**src/rtl/csel_pkg.sv**
```systemverilog
// Shared types and configuration helpers for the pipelined carry-select adder.
package csel_pkg;

  typedef enum logic {
    OP_ADD = 1'b0,
    OP_SUB = 1'b1
  } op_t;

  // A legal configuration has a positive segment width that evenly tiles the operand.
  function automatic bit seg_cfg_ok(input int width, input int seg);
    return (seg > 0) && (width >= seg) && ((width % seg) == 0);
  endfunction

endpackage

```
**src/rtl/csel_segment.sv**
```systemverilog
// One carry-select segment: both carry-in outcomes are summed in parallel and the
// real carry picks one, so the carry only ever passes through a mux.
module csel_segment #(
  parameter int SEG = 8
) (
  input  logic [SEG-1:0] a_seg,
  input  logic [SEG-1:0] b_seg,
  input  logic           c_in,
  output logic [SEG-1:0] s_seg,
  output logic           c_out
);

  logic [SEG:0] sum0;
  logic [SEG:0] sum1;

  always_comb begin
    sum0 = {1'b0, a_seg} + {1'b0, b_seg};
    sum1 = {1'b0, a_seg} + {1'b0, b_seg} + (SEG+1)'(1);
  end

  assign {c_out, s_seg} = c_in ? sum1 : sum0;

endmodule

```
**src/rtl/csel_pipe_adder.sv**
```systemverilog
// Pipelined carry-select adder/subtractor: stage k resolves segment k, with
// valid/ready flow control that lets bubbles collapse and stalls hold data in place.
module csel_pipe_adder
  import csel_pkg::*;
#(
  parameter int WIDTH = 32,
  parameter int SEG   = 8
) (
  input  logic             clk,
  input  logic             rst_n,
  input  logic             in_valid,
  output logic             in_ready,
  input  logic [WIDTH-1:0] a,
  input  logic [WIDTH-1:0] b,
  input  logic             cin,
  input  op_t              op,
  output logic             out_valid,
  input  logic             out_ready,
  output logic [WIDTH-1:0] s,
  output logic             cout,
  output logic             ovf
);

  // An illegal WIDTH/SEG pair yields zero stages, which fails elaboration.
  localparam int NSEG  = seg_cfg_ok(WIDTH, SEG) ? WIDTH / SEG : 0;
  localparam int NPIPE = (NSEG > 1) ? NSEG - 1 : 1;

  logic [NSEG-1:0]  valid_q, valid_d;
  logic [NSEG-1:0]  carry_q, carry_d;
  logic [NSEG-1:0]  a_msb_q, a_msb_d;
  logic [NSEG-1:0]  b_msb_q, b_msb_d;
  logic [WIDTH-1:0] res_q [NSEG];
  logic [WIDTH-1:0] res_d [NSEG];
  logic [WIDTH-1:0] opa_q [NPIPE];
  logic [WIDTH-1:0] opa_d [NPIPE];
  logic [WIDTH-1:0] opb_q [NPIPE];
  logic [WIDTH-1:0] opb_d [NPIPE];

  logic [NSEG-1:0]  ready;
  logic [NSEG-1:0]  src_valid, src_carry, src_a_msb, src_b_msb, seg_carry;
  logic [WIDTH-1:0] src_a   [NSEG];
  logic [WIDTH-1:0] src_b   [NSEG];
  logic [WIDTH-1:0] src_res [NSEG];
  logic [SEG-1:0]   seg_sum [NSEG];
  logic [WIDTH-1:0] b_eff;
  logic             c0;

  always_comb begin
    b_eff = (op == OP_SUB) ? ~b : b;
    c0    = (op == OP_SUB) ? ~cin : cin;
  end

  // A stage can advance if it or any stage downstream of it is empty, or the sink drains.
  always_comb begin
    logic chain;
    chain = out_ready;
    for (int k = NSEG - 1; k >= 0; k--) begin
      chain    = chain || !valid_q[k];
      ready[k] = chain;
    end
  end

  assign in_ready = ready[0];

  always_comb begin
    for (int k = 0; k < NSEG; k++) begin
      if (k == 0) begin
        src_valid[k] = in_valid;
        src_a[k]     = a;
        src_b[k]     = b_eff;
        src_carry[k] = c0;
        src_res[k]   = '0;
        src_a_msb[k] = a[WIDTH-1];
        src_b_msb[k] = b_eff[WIDTH-1];
      end else begin
        src_valid[k] = valid_q[k-1];
        src_a[k]     = opa_q[k-1];
        src_b[k]     = opb_q[k-1];
        src_carry[k] = carry_q[k-1];
        src_res[k]   = res_q[k-1];
        src_a_msb[k] = a_msb_q[k-1];
        src_b_msb[k] = b_msb_q[k-1];
      end
    end
  end

  for (genvar k = 0; k < NSEG; k++) begin : gen_seg
    csel_segment #(.SEG(SEG)) u_seg (
      .a_seg (src_a[k][SEG-1:0]),
      .b_seg (src_b[k][SEG-1:0]),
      .c_in  (src_carry[k]),
      .s_seg (seg_sum[k]),
      .c_out (seg_carry[k])
    );
  end

  // Operands are shifted down as they travel so each stage always reads its segment at bit 0.
  always_comb begin
    logic load;
    for (int j = 0; j < NPIPE; j++) begin
      opa_d[j] = opa_q[j];
      opb_d[j] = opb_q[j];
    end
    for (int k = 0; k < NSEG; k++) begin
      load       = ready[k] && src_valid[k];
      valid_d[k] = ready[k] ? src_valid[k] : valid_q[k];
      res_d[k]   = load ? (src_res[k] | (WIDTH'(seg_sum[k]) << (k * SEG))) : res_q[k];
      carry_d[k] = load ? seg_carry[k] : carry_q[k];
      a_msb_d[k] = load ? src_a_msb[k] : a_msb_q[k];
      b_msb_d[k] = load ? src_b_msb[k] : b_msb_q[k];
      if ((k < NSEG - 1) && load) begin
        opa_d[k] = src_a[k] >> SEG;
        opb_d[k] = src_b[k] >> SEG;
      end
    end
  end

  always_ff @(posedge clk or negedge rst_n) begin
    if (!rst_n) begin
      valid_q <= '0;
      carry_q <= '0;
      a_msb_q <= '0;
      b_msb_q <= '0;
      for (int k = 0; k < NSEG; k++) res_q[k] <= '0;
      for (int j = 0; j < NPIPE; j++) begin
        opa_q[j] <= '0;
        opb_q[j] <= '0;
      end
    end else begin
      valid_q <= valid_d;
      carry_q <= carry_d;
      a_msb_q <= a_msb_d;
      b_msb_q <= b_msb_d;
      for (int k = 0; k < NSEG; k++) res_q[k] <= res_d[k];
      for (int j = 0; j < NPIPE; j++) begin
        opa_q[j] <= opa_d[j];
        opb_q[j] <= opb_d[j];
      end
    end
  end

  assign out_valid = valid_q[NSEG-1];
  assign s         = res_q[NSEG-1];
  assign cout      = carry_q[NSEG-1];
  assign ovf       = (a_msb_q[NSEG-1] == b_msb_q[NSEG-1]) && (s[WIDTH-1] != a_msb_q[NSEG-1]);

endmodule
```
**config.mk**
```make
export PLATFORM = sky130hd
export DESIGN_NAME = csel_pipe_adder
export DESIGN_NICKNAME = d
export VERILOG_FILES = /design/src/rtl/csel_pkg.sv /design/src/rtl/csel_segment.sv /design/src/rtl/csel_pipe_adder.sv
export SDC_FILE = /design/constraint.sdc
export NUM_CORES = 1
export LEC_CHECK = 0
export CELL_PAD_IN_SITES_DETAIL_PLACEMENT = 1
export CELL_PAD_IN_SITES_GLOBAL_PLACEMENT = 2
export CORE_UTILIZATION = 30
export CTS_CLUSTER_SIZE = 25
export DETAILED_ROUTE_END_ITERATION = 8
export GPL_ROUTABILITY_DRIVEN = 0
export PLACE_DENSITY = 0.69
export SYNTH_ARGS = -nofsm -noshare
export SYNTH_HDL_FRONTEND = slang
export SYNTH_SLANG_ARGS = --single-unit
```
**constraint.sdc**
```tcl
create_clock -name clk -period 6.7 [get_ports clk]
set_input_delay 0.67 -clock clk [delete_from_list [all_inputs] [get_ports clk]]
set_output_delay 0.67 -clock clk [all_outputs]
set_load 0.005 [all_outputs]
```
==> metrics.md, run 1 <==
| Metric | Value |
|---|---|
| Crit path buffers/inverters | 4 |
| # IOs | 106 |
| Initial antenna violation count | 0 |
| Standby leakage power | between 4 and 5 nW |
| CTS buffer count | 17 |
| Most used flip-flop cell after synthesis | sky130_fd_sc_hd__dfrtp_1 |
| Violation count after the first detailed-routing iteration | 199 |
| Post-layout utilization of the core | between 30% and 40% |
| Max cap viols | 0 |
| Portion of the post-synthesis area used by sequential elements | 49.9% |
| Number of DRC violations after detailed routing | 0 |
| Pin count of the biggest net entering global routing | 120 |
| Quantity of gates resized following cts | 0 |
| Total global-route track usage | 12.9% |
| Biggest cell delay along the critical path | 0.50 ns |
| Max-slew violation count | 0 |
| Number of vias in the routed layout | 5805 |
| Largest area contributor in the netlist | sky130_fd_sc_hd__dfrtp_1 |
| Syn_area_per_cell | roughly 12 um2 |
| Worst-Skew Late Latency | 0.43 ns |
| Critical Path Sink Type | register |
| Top cell type's share of synthesized area | 49.9% |
| Via count normalized by instance count | ~4.6 |
| CTS tree | done |
| Estimated wirelength of the detail-placed design | 13.4 mm |
| Worst-case clock buffer depth | 2 |
| Final critical delay including setup and external delays | between 3 and 4 ns |
| Leading cell type in the layout, fill and taps excluded | sky130_fd_sc_hd__dfrtp_1 |
| R2R Setup Slk | 3.70 ns |
| Total detailed-routing wirelength | between 15 and 20 mm |
| Top cells by area in the synthesized netlist | sky130_fd_sc_hd__dfrtp_1 50%, sky130_fd_sc_hd__mux2_2 15%, sky130_fd_sc_hd__ha_1 5.0% |
| Synthesis-to-finish area growth | 19.5% |
| PortBufs | 105 |
| Post-Syn Area | 9330 um2 |
| Result of the run | finished clean |
| Antenna violation net count after detailed routing | 0 |
| Final std cell area, no fill | 11200 um2 |
| Row cnt | 64 |
| First-pass GRT wire length | 32.2 mm |
| RSZ-0062 raised after global routing | no |
| Final layout net count | 968 |
| Synth Net Count | 901 |
| Post-route setup TNS | 0 ns |
| PnR Total Power | 4.51 mW |
| Per-cell routed wire length | between 15 and 20 um |
| CP Data Required Time | 7.04 ns |
| Post-synth EDFFs | 0 |
| Final Worst Setup Slack | 3.40 ns |
| Total cell area at the placement stage | around 11000 um2 |
| Max Clk Rate | 0.303 GHz |
| Final hold vios | 0 |
| Final period utilization | between 40 and 50% |
| Max transition margin | 32.4% |
| Die Span X | 178 um |
| CORE AREA | 30600 um2 |
| Arr. time, crit path | 3.63 ns |
| Type of the setup path with the least slack | primary input to register |
| Number of clock sinks | 186 |
| Setup Fix Bufs, Post-CTS | 0 |
| Dominant delay contributor by cell family on the critical path | compound AO/OA/AOI/OAI gates |
| Gate Count Post-Synth | 790 |
| Least-Margin Pin Slew | about 1.0 ns |
| Initial Util | 30.5% |
| Critical path fanouts, max | 33 |
| Fraction of final layout cells with drive strength greater than 1 | 20.6% |
| Number of antenna cells inserted | 0 |
| Clock transition at the registers of the reported paths | roughly 0.070 ns |
| Cell-by-cell trace of the critical path | buf_2 -> buf_4 -> xor2_1 -> ha_1 -> inv_1 -> fa_1 -> inv_1 -> ha_1 -> nand2_2 -> a2111oi_4 -> nand4b_1 -> o311a_1 -> o31ai_1 |
| Flip-flop and latch count after synthesis | 186 |
| Maximum clock skew at final layout | 0.00920 ns |
| Cell chosen for the clock root | sky130_fd_sc_hd__clkbuf_16 |
| Count of unique library cells instantiated by Yosys | 56 |
| Commonest non-fill, non-tap cells in the layout | 186 x sky130_fd_sc_hd__dfrtp_1, 125 x sky130_fd_sc_hd__mux2_2, 103 x sky130_fd_sc_hd__clkdlybuf4s50_1, 68 x sky130_fd_sc_hd__nand2_1, 59 x sky130_fd_sc_hd__o21ai_0 |
| Yosys synthesis warning count | 0 |
| Initial DRT Pass Iterations | 4 |
| Areal power density over the cells | 404 nW/um2 |
| Die Y-Extent | 178 um |
| Largest voltage drop on the vdd net | 0.000198 V |
| Logic depth of the worst setup path including buffers | 13 |
| CTS H-Tree Depth | 4 |
| Critical path's slowest cell | sky130_fd_sc_hd__buf_4 |
| Count of final setup violators | 0 |
| Vias in the first global route | 6184 |
| Share of async-settable or async-resettable flops after synthesis | 100% |
| Worst setup slack before clock tree synthesis | 2.94 ns |
| Crit start category | primary input |
| Global route total overflow | 0 |
| Die area | 31800 um2 |
| Number of hold buffers added after cts | 0 |
| Path type of the worst min-delay path | primary input to async pin |
| Depth of the most critical reg-to-reg path | 8 |
-- through the flow --
step	instances	hold slack, ns
6_report	1266	0.380
5_1_grt	1266	0.455
3_3_place_gp	1234	0.462
4_1_cts	1266	0.418
2_1_floorplan	790	0.374
3_5_place_dp	1234	0.469
-- worst paths after layout --
kind,start,end
min,rst_n,s[26]
min in group clk,res_q[78],res_q[78]
max reg2reg,opb_q[32],carry_q[2]
max,op,carry_q[0]
max in group asynchronous,rst_n,res_q[100]
min reg2reg,res_q[78],res_q[78]
-- per-layer routing --
| metal | wire [um] | GRT usage, % | vias to the layer above |
|---|---|---|---|
| met2 | 8450 | 19.8 | 74 |
| li1 | - | - | 2901 |
| met1 | 9850 | 18.5 | 2815 |
| met5 | 0 | 0 | - |
| met3 | 437 | 2.15 | 15 |
| met4 | 255 | 4.03 | 0 |
-- cells in the mapped netlist, types with 2 or more instances --
cell type	n
sky130_fd_sc_hd__dfrtp_1	186
sky130_fd_sc_hd__mux2_2	125
sky130_fd_sc_hd__nand2_1	71
sky130_fd_sc_hd__o21ai_0	59
sky130_fd_sc_hd__xnor2_1	44
sky130_fd_sc_hd__ha_1	37
sky130_fd_sc_hd__buf_4	32
sky130_fd_sc_hd__clkbuf_1	26
sky130_fd_sc_hd__nor2_1	25
sky130_fd_sc_hd__xor2_1	21
sky130_fd_sc_hd__inv_1	15
sky130_fd_sc_hd__a21oi_1	13
sky130_fd_sc_hd__nor3_1	12
sky130_fd_sc_hd__nand3_1	11
sky130_fd_sc_hd__a211oi_1	9
sky130_fd_sc_hd__nand2b_1	9
sky130_fd_sc_hd__o31ai_1	8
sky130_fd_sc_hd__a21o_1	7
sky130_fd_sc_hd__nand4_1	6
sky130_fd_sc_hd__o21a_1	5
sky130_fd_sc_hd__fa_1	4
sky130_fd_sc_hd__o21bai_1	4
sky130_fd_sc_hd__or3b_2	4
sky130_fd_sc_hd__and2_1	3
sky130_fd_sc_hd__and3_1	3
sky130_fd_sc_hd__mux2i_1	3
sky130_fd_sc_hd__nand4b_1	3
sky130_fd_sc_hd__o2111ai_1	3
sky130_fd_sc_hd__or3_1	3
sky130_fd_sc_hd__a2111oi_4	2
sky130_fd_sc_hd__a211oi_2	2
sky130_fd_sc_hd__a21boi_0	2
sky130_fd_sc_hd__a31o_2	2
sky130_fd_sc_hd__buf_1	2
sky130_fd_sc_hd__nor2b_1	2
sky130_fd_sc_hd__nor3b_1	2
sky130_fd_sc_hd__nor4_1	2
sky130_fd_sc_hd__o221ai_1	2
sky130_fd_sc_hd__o311a_1	2
sky130_fd_sc_hd__o31a_1	2
sky130_fd_sc_hd__xor3_1	2
-- cell families (layout without fill, tap and decap cells) --
logic type	after synthesis	count (layout)	share of synthesized area, %
AOI/OAI and AO/OA	132	132	9.55
xor gates and xnor gates	68	68	6.90
adders and majority gates	41	41	5.82
buffers and inverters	76	156	4.42
DFF	186	186	49.9
muxes	128	128	15.4
and+or+nand+nor	159	159	8.03
-- flip-flops by register name, summed over array words and instances (netlist names) --
signal and flops:
s 32, opb_q 45, carry_q 4, a_msb_q 4, res_q 48, valid_q 4
opa_q 45, b_msb_q 4
-- final cells by class --
class | instances | area (um2)
fillers | 3352 | 19400
flip-flops and latches | 186 | 4650
multi-input cells | 528 | 4280
repair buffers | 109 | 1080
well taps | 396 | 495
clock buffers | 22 | 484
clock inverters | 10 | 106
inverters | 15 | 56.3
-- power breakdown --
part           total [mW]  switching (mW)  internal, mW
Sequential           1.75           0.234          1.51
Combinational        1.75           0.806         0.945
Clock                1.01           0.447         0.560
Total                4.51            1.49          3.02
Power figures use the tool's default switching activity.
==> run 2: changes to the inputs <==
- PLACE_DENSITY: 0.69 -> 0.72
- clock period: 6.7 -> 2.8 ns (I/O delays scaled with it)
==> metrics.md, run 2 (synthesis results as in run 1) <==
| Metric | Value |
|---|---|
| PnR Total Power | between 10 and 15 mW |
| CORE AREA | just over 30000 um2 |
| Crit start category | register |
| Met2 track demand over resource | 21.4% |
| Critical path fanouts, max | 4 |
| Type of the setup path with the least slack | register to register |
| Leading cell type in the layout, fill and taps excluded | sky130_fd_sc_hd__dfrtp_1 |
| Critical path's slowest cell | sky130_fd_sc_hd__fa_1 |
| RSZ-0062 raised after global routing | no |
| Initial Util | 30.5% |
| Result of the run | finished clean |
| Worst-Skew Late Latency | 0.44 ns |
| Largest registers in the final layout | res_q: 48 flops, opa_q: 45 flops, opb_q: 45 flops |
| Least-Margin Pin Slew | roughly 0.68 ns |
| Standby leakage power | about 4.8 nW |
| Setup Fix Bufs, Post-CTS | 0 |
| Worst-case clock buffer depth | 2 |
| Synthesis-to-finish area growth | 22.7% |
| CTS tree | done |
| Largest register by flop count | res_q |
| PortBufs | 105 |
| Antenna violation net count after detailed routing | 0 |
| Die Span X | 178 um |
| Max cap viols | 0 |
| Largest voltage drop on the vdd net | approximately 0.0004 V |
| # IOs | 106 |
| Worst hold margin | 0.438 ns |
| Clock transition at the registers of the reported paths | approximately 0.080 ns |
| Estimated wirelength of the detail-placed design | between 10 and 15 mm |
| Total detailed-routing wirelength | 19.4 mm |
| Maximum clock skew at final layout | 0.0145 ns |
| Biggest cell delay along the critical path | 0.42 ns |
| Crit path buffers/inverters | 0 |
| CTS H-Tree Depth | 4 |
| Global route total overflow | 0 |
| Pin count of the biggest net entering global routing | 78 |
| Fill cell total of the finished layout | 3301 |
| First-pass GRT wire length | 32.5 mm |
| Dominant delay contributor by cell family on the critical path | compound AO/OA/AOI/OAI gates |
| Initial antenna violation count | 0 |
| Die area | around 32000 um2 |
| CTS buffer count | 17 |
| Max Clk Rate | between 0.3 and 0.4 GHz |
| Total global-route track usage | 13.1% |
| Row cnt | 64 |
| Arr. time, crit path | around 3 ns |
| Via count normalized by instance count | 4.58 |
| Fraction of final layout cells with drive strength greater than 1 | 23.6% |
| Vias in the first global route | around 6300 |
| Final period utilization | 94.2% |
| Areal power density over the cells | ~950 nW/um2 |
| Max transition margin | between 50 and 60% |
| Per-cell routed wire length | 15.0 um |
| Commonest non-fill, non-tap cells in the layout | 186 x sky130_fd_sc_hd__dfrtp_1, 125 x sky130_fd_sc_hd__mux2_2, 103 x sky130_fd_sc_hd__clkdlybuf4s50_1, 68 x sky130_fd_sc_hd__nand2_1, 59 x sky130_fd_sc_hd__o21ai_0 |
| Layer with the highest usage after global routing | met2 |
| CP Data Required Time | 3.11 ns |
| Number of clock sinks | 186 |
| Cell-by-cell trace of the critical path | ha_1 -> fa_1 -> a211oi_2 -> nor2_1 -> nor2b_1 -> nand4_1 -> o311a_1 -> a221o_1 |
| Final layout net count | 999 |
| Number of DRC violations after detailed routing | 0 |
| Final critical delay including setup and external delays | 2.64 ns |
| Final hold vios | 0 |
| Violation count after the first detailed-routing iteration | 143 |
| Number of vias in the routed layout | 5931 |
| Flip-flop count of the largest register after layout | 48 |
| GR Layer Usage met3 | 2.32% |
| Path type of the worst min-delay path | primary input to async pin |
| Die Y-Extent | roughly 180 um |
| Max-slew violation count | 0 |
| Initial DRT Pass Iterations | 4 |
| Count of final setup violators | 0 |
| Met1 Use GR | 17.5% |
| Critical Path Sink Type | register |
| Cell chosen for the clock root | sky130_fd_sc_hd__clkbuf_16 |
| Number of antenna cells inserted | 0 |
-- run 2: layout make-up --
| type | instances | area [um2] | share of cell area [%] |
|---|---|---|---|
| tap | 396 | 495 | 4.33 |
| clock buffer | 18 | 439 | 3.84 |
| inverter | 15 | 56.3 | 0.492 |
| clock inverter | 12 | 129 | 1.13 |
| timing repair buffer | 140 | 1380 | 12.0 |
| multi-input combinational | 528 | 4300 | 37.5 |
| sequential | 186 | 4650 | 40.7 |
-- run 2: repair_timing --
item                                    4_1_cts  5_1_grt
hold buffers                                  1        0
resized for setup                             0        5
hold endpoints to repair                     74        0
endpoints found under the setup margin        0        4
-- run 2: routing by layer --
metal	wire, um	up-vias
met2	8990	75
li1	-	2948
met5	0	-
met1	9650	2890
met4	304	0
met3	442	18
-- run 2: metrics by stage --
stage	std cells	cell area (um2)	TNS [ns]	utilization [%]	worst slack, ns
2_1_floorplan	790	9340	0	-	0.0469
3_3_place_gp	1264	10900	-0.395	35.5	-0.198
3_5_place_dp	1264	10900	-0.498	35.5	-0.226
4_1_cts	1295	11400	0	37.4	0.0568
5_1_grt	1295	11400	0	37.4	0.0102
6_report	1295	11400	0	37.4	0.163
-- run 2: path summary, 6_finish.rpt --
path,cells after the start,startpoint,slack [ns],end
worst max-delay path,8,opb_q[64],0.16,carry_q[1]
worst min-delay path,2,rst_n,0.44,opa_q[80]
worst max register to register,8,opb_q[64],0.16,carry_q[1]
worst min register to register,2,s[24],0.48,s[24]
max in group asynchronous,3,rst_n,1.55,valid_q[1]
min in group clk,2,a[23],0.45,opa_q[79]
-- run 2: worst register-to-register path, delay by kind of cell, from the launching register on --
| kind | cells | cell delay [ns] |
|---|---|---|
| and+or+nand+nor | 3 | 0.49 |
| AOI/OAI and AO/OA | 3 | 0.95 |
| DFF | 1 | 0.40 |
| adders and majority gates | 2 | 0.66 |
-- run 2: report_power, final --
group | leakage (nW) | internal [mW] | switching (mW)
logic | 2.30 | 2.38 | 1.95
registers | 2.23 | 3.62 | 0.574
clock network | 0.280 | 1.27 | 1.09
total | 4.82 | 7.27 | 3.61
==> run 3: changes to the inputs <==
- HOLD_SLACK_MARGIN: unset -> 0.02
==> results of run 3 <==
The final DEF is identical to that of run 2; final timing and power are the same.
==> RTL edit 1 (settings of run 3) <==
`SEG` is set to 8 in 2 places; all go to 16.
--- a/src/rtl/csel_segment.sv
+++ b/src/rtl/csel_segment.sv
@@ -1,7 +1,7 @@
 // One carry-select segment: both carry-in outcomes are summed in parallel and the
 // real carry picks one, so the carry only ever passes through a mux.
 module csel_segment #(
-  parameter int SEG = 8
+  parameter int SEG = 16
 ) (
   input  logic [SEG-1:0] a_seg,
   input  logic [SEG-1:0] b_seg,
--- a/src/rtl/csel_pipe_adder.sv
+++ b/src/rtl/csel_pipe_adder.sv
@@ -4,7 +4,7 @@
   import csel_pkg::*;
 #(
   parameter int WIDTH = 32,
-  parameter int SEG   = 8
+  parameter int SEG   = 16
 ) (
   input  logic             clk,
   input  logic             rst_n,
Check against the original RTL: not equivalent (a bounded check fails within 4 cycles, from zero or initial values and one cycle with rst_n low).
==> RTL edit 1 against run 3 <==
The run now ends with negative setup slack left. Setup slack worse by 0.46 ns. Count of clock-buffer cells in the layout decreased by 5. Cell count shrank 12%. Hold slack gained 0.036 ns. Final area decreased by 20%. Routed wire length is 6.0% lower. Sequential cell count is 100 lower. Combinational power decreased by 19%. Non-clock buffer count is 102 higher. Total power is 40% lower. Clock power shrank 48%. Area after synthesis down 35%.
==> RTL edit 1: results (changes against run 3) <==
* Status: finished, violations left
* Failing checks: negative setup slack
* Post-synthesis sequential area ratio at 35.4% (-14 points)
* XOR/XNOR Fraction of Synth Area at 11.7% (+4.7 points)
* Max VDD drop at 0.228 mV (-43%)
* Post-synthesis adder-cell area fraction at 8.07% (+2.3 points)
* Global-route wire length before repair at 29000 µm (-11%)
* Clk_lat worst skew at 0.35 ns (-0.09 ns)
* Clock Skews at 0.00565 ns (-0.00884 ns)
* Final Hold Slack at 0.473 ns (+0.0357 ns)
* Synth area leaders: dfrtp_1, nand2_1, ha_1, xnor2_1, xor2_1
* H-tree depth reported by CTS at 3 (-1)
* Layout non-clock buf frac at 23.5% (+11 points)
* Int Pwr at 4.18 mW (-42%)
* Slew at the pin closest to its max-slew limit at 0.504 ns (-0.173 ns)
* Syn Inst Count at 675 (-15%)
* Final setup fails at 8 (+8)
* # clk buffers at 13 (-5)
* Seq area share at 23.6% (-17 points)
* Library cells used by synthesis at 74 (+32%)
* Worst EP arrival at 3.36 ns (+0.41 ns)
* Post-route cell area at 9120 µm² (-20%)
* Max reg flops at 32 (-33%)
* Setup slack after layout at -0.300 ns (-0.463 ns)
* Hold WC Path Type: flip-flop to flip-flop
==> RTL edit 1: power groups by stage <==
stage	Combinational, mW	Sequential [mW]	Clock (mW)
final	3.52	1.82	1.22
after global routing	3.85	1.87	1.29
after CTS	3.27	1.82	1.25
after detailed placement	3.01	1.84	0
after global placement	2.92	1.82	0
after floorplan	1.84	1.75	0
==> RTL edit 1: per-layer routing <==
metal	GRT usage, %	vias to the layer above	wire [µm]
met2	29.6	77	8760
met4	6.26	0	255
li1	-	2700	-
met1	23.4	2629	8620
met5	0	-	0
met3	2.98	22	596
==> RTL edit 1: timing repair <==
item | in CTS | in global routing
hold buffers | 1 | 0
resized for setup | 77 | 46
buffers inserted | 20 | 13
setup endpoints to repair | 17 | 14
pin swaps | 45 | 41
cloned | 1 | 0
endpoints found under the hold margin | 79 | 0
==> RTL edit 2 (settings of run 3) <==
Made on the original files. Reset style: synchronous (`rst_n`), changed in one clocked block.
--- a/src/rtl/csel_pipe_adder.sv
+++ b/src/rtl/csel_pipe_adder.sv
@@ -115,7 +115,7 @@
     end
   end
 
-  always_ff @(posedge clk or negedge rst_n) begin
+  always_ff @(posedge clk) begin
     if (!rst_n) begin
       valid_q <= '0;
       carry_q <= '0;
Function: changed (Yosys sat finds a counterexample within 10 cycles, from zero or initial values and one cycle with rst_n low; the reset may be asserted at any time).
==> RTL edit 2 against run 3 <==
Critical path depth stayed put. Sequential cell count stayed put. Final area is 5.0% lower. Die area is 6.3% lower. Setup slack better by 0.038 ns. Routed wire length is 16% higher. Non-clock buffer count is 5 lower. Area after synthesis is 6.4% lower. Synthesized cell count is 36% higher. Largest cell class is now multi-input combinational cells. Highest routed layer unchanged.
Power is not compared: it rests on default switching activity, and its combinational part moved more than twofold at a synthesized area within 25%.
==> RTL edit 2: results (changes against run 3) <==
* Crit path max-delay family: simple AND/OR/NAND/NOR gates
* Hold WC Path Type: input port to flip-flop
* Synth area leaders: dfxtp_1, nand2_1, a21oi_1, ha_1, xnor2_1
* N_diodes at 0 (unchanged)
* Leak at 3.99 nW
* Met1 global-route usage at 22.2% (+4.7 points)
* Met2 WL at 9620 µm (+7.0%)
* Top cells by count, synth: nand2_1, dfxtp_1, a21oi_1
* Via density at 4.72 (+3.1%)
* Mapped Nets at 1184 (+31%)
* Main synth FF type: dfxtp_1
* Global-route track usage on met2 at 23.7% (+2.3 points)
* Placed cells at 1528 (+21%)
* Vias in the first global route at 7429 (+19%)
* R2r setup slk at 0.20 ns (+0.04 ns)
* Drt pass-1 iters at 6 (+2)
* Max Freq at 0.385 GHz (+1.5%)
* FF/Latch Area at 3720 µm² (-20%)
* Avg Inst Size Synth at 8.14 µm² (-31%)
* Post-synthesis sequential area ratio at 42.6% (-7.2 points)
* GRT Overall Usage at 15.4% (+2.3 points)
* DP Wirelength at 16300 µm (+15%)
* Final Hold Slack at 0.397 ns (-0.0405 ns)
* Routed length on met1 at 12300 µm (+27%)
* Routed WL at 22500 µm (+16%)
* Initial DRC count at 232 (+62%)
* Global-route wire length before repair at 37600 µm (+16%)
* Largest net degree at the start of global routing at 61 (-22%)
* Post-place setup slack at -0.0314 ns (+0.195 ns)
* Largest regs: res_q (80), opb_q (46), opa_q (45)
* Antenna Nets Post-Route at 0 (unchanged)
* Met3 wire len at 440 µm (-0.45%)
* Worst EP arrival at 2.91 ns (-0.04 ns)
* Slew HR at 63.6% (+8.7 points)
* Fin cells at 1559 (+20%)
* Net count of the finished layout at 1274 (+28%)
* Library cells used by synthesis at 71 (+27%)
* Top cell type's share of synthesized area at 42.6% (-7.2 points)
* GR Util met3 at 2.64% (+0.32 points)
* Fraction of layout cells with a size suffix above 1 at 7.57% (-16 points)
* Status: complete, no violations
* Placed inst area at 10300 µm² (-5.5%)
* Post-synthesis async set-or-reset flop share at 0% (-100 points)
* Fill cells at 3428 (+3.8%)
* Maximum buffer depth of the clock tree at 2 (unchanged)
* Clock Skews at 0.0123 ns (-0.00216 ns)
* CP peak stage delay at 0.44 ns (+0.02 ns)
==> RTL edit 2: cell types whose count changed after synthesis, moves of 36 or more <==
cell     delta
a21oi_1   +139
dfrtp_1   -186
dfxtp_1   +186
mux2_2    -123
nand2_1   +197
nor2_1     +45
o21ai_0    -36
==> RTL edit 2: kinds of logic (layout without fill, tap and decap cells) <==
family          after synthesis  after routing  synth area share, %
simple gates                425            425                 21.3
compound gates              265            265                 18.2
flops                       186            186                 42.6
buf+inv                      82            184                 3.98
xor+xnor                     68             68                 6.90
fa+ha+maj                    41             41                 6.22
mux                           6              6                0.716
==> RTL edit 2: final timing paths <==
kind | from | cells after the start | endpoint
setup / recovery | opb_q[0][64]$_SDFFE_PN0P_ | 8 | carry_q[3]$_SDFFE_PN0P_
setup reg to reg | opb_q[0][64]$_SDFFE_PN0P_ | 8 | carry_q[3]$_SDFFE_PN0P_
hold reg to reg | res_q[3][8]$_SDFFE_PN0P_ | 2 | res_q[3][8]$_SDFFE_PN0P_
hold / removal | a[27] | 3 | opa_q[0][19]$_SDFFE_PN0P_
==> RTL edit 2: cell type report <==
class / instances / share of cell area (%)
Tap cell: 384 / 4.42
Timing Repair Buffer: 135 / 12.0
Clock inverter: 13 / 1.71
Clock buffer: 18 / 3.94
Sequential cell: 186 / 34.2
Multi-Input combinational cell: 805 / 43.0
Inverter: 18 / 0.644
==> RTL edit 2: worst min-delay path, cell delays in order <==
cell             delay, ns
clkdlybuf4s50_1       0.39
nand2_1               0.06
a21oi_1               0.05
==> RTL edit 2: power by group <==
part           leakage (nW)  switching, mW  total (mW)  internal [mW]
registers              1.52         0.0654        2.81           2.75
logic                  2.17          0.452       0.830          0.378
clock network         0.302           1.11        2.55           1.44
total                  3.99           1.63        6.19           4.56
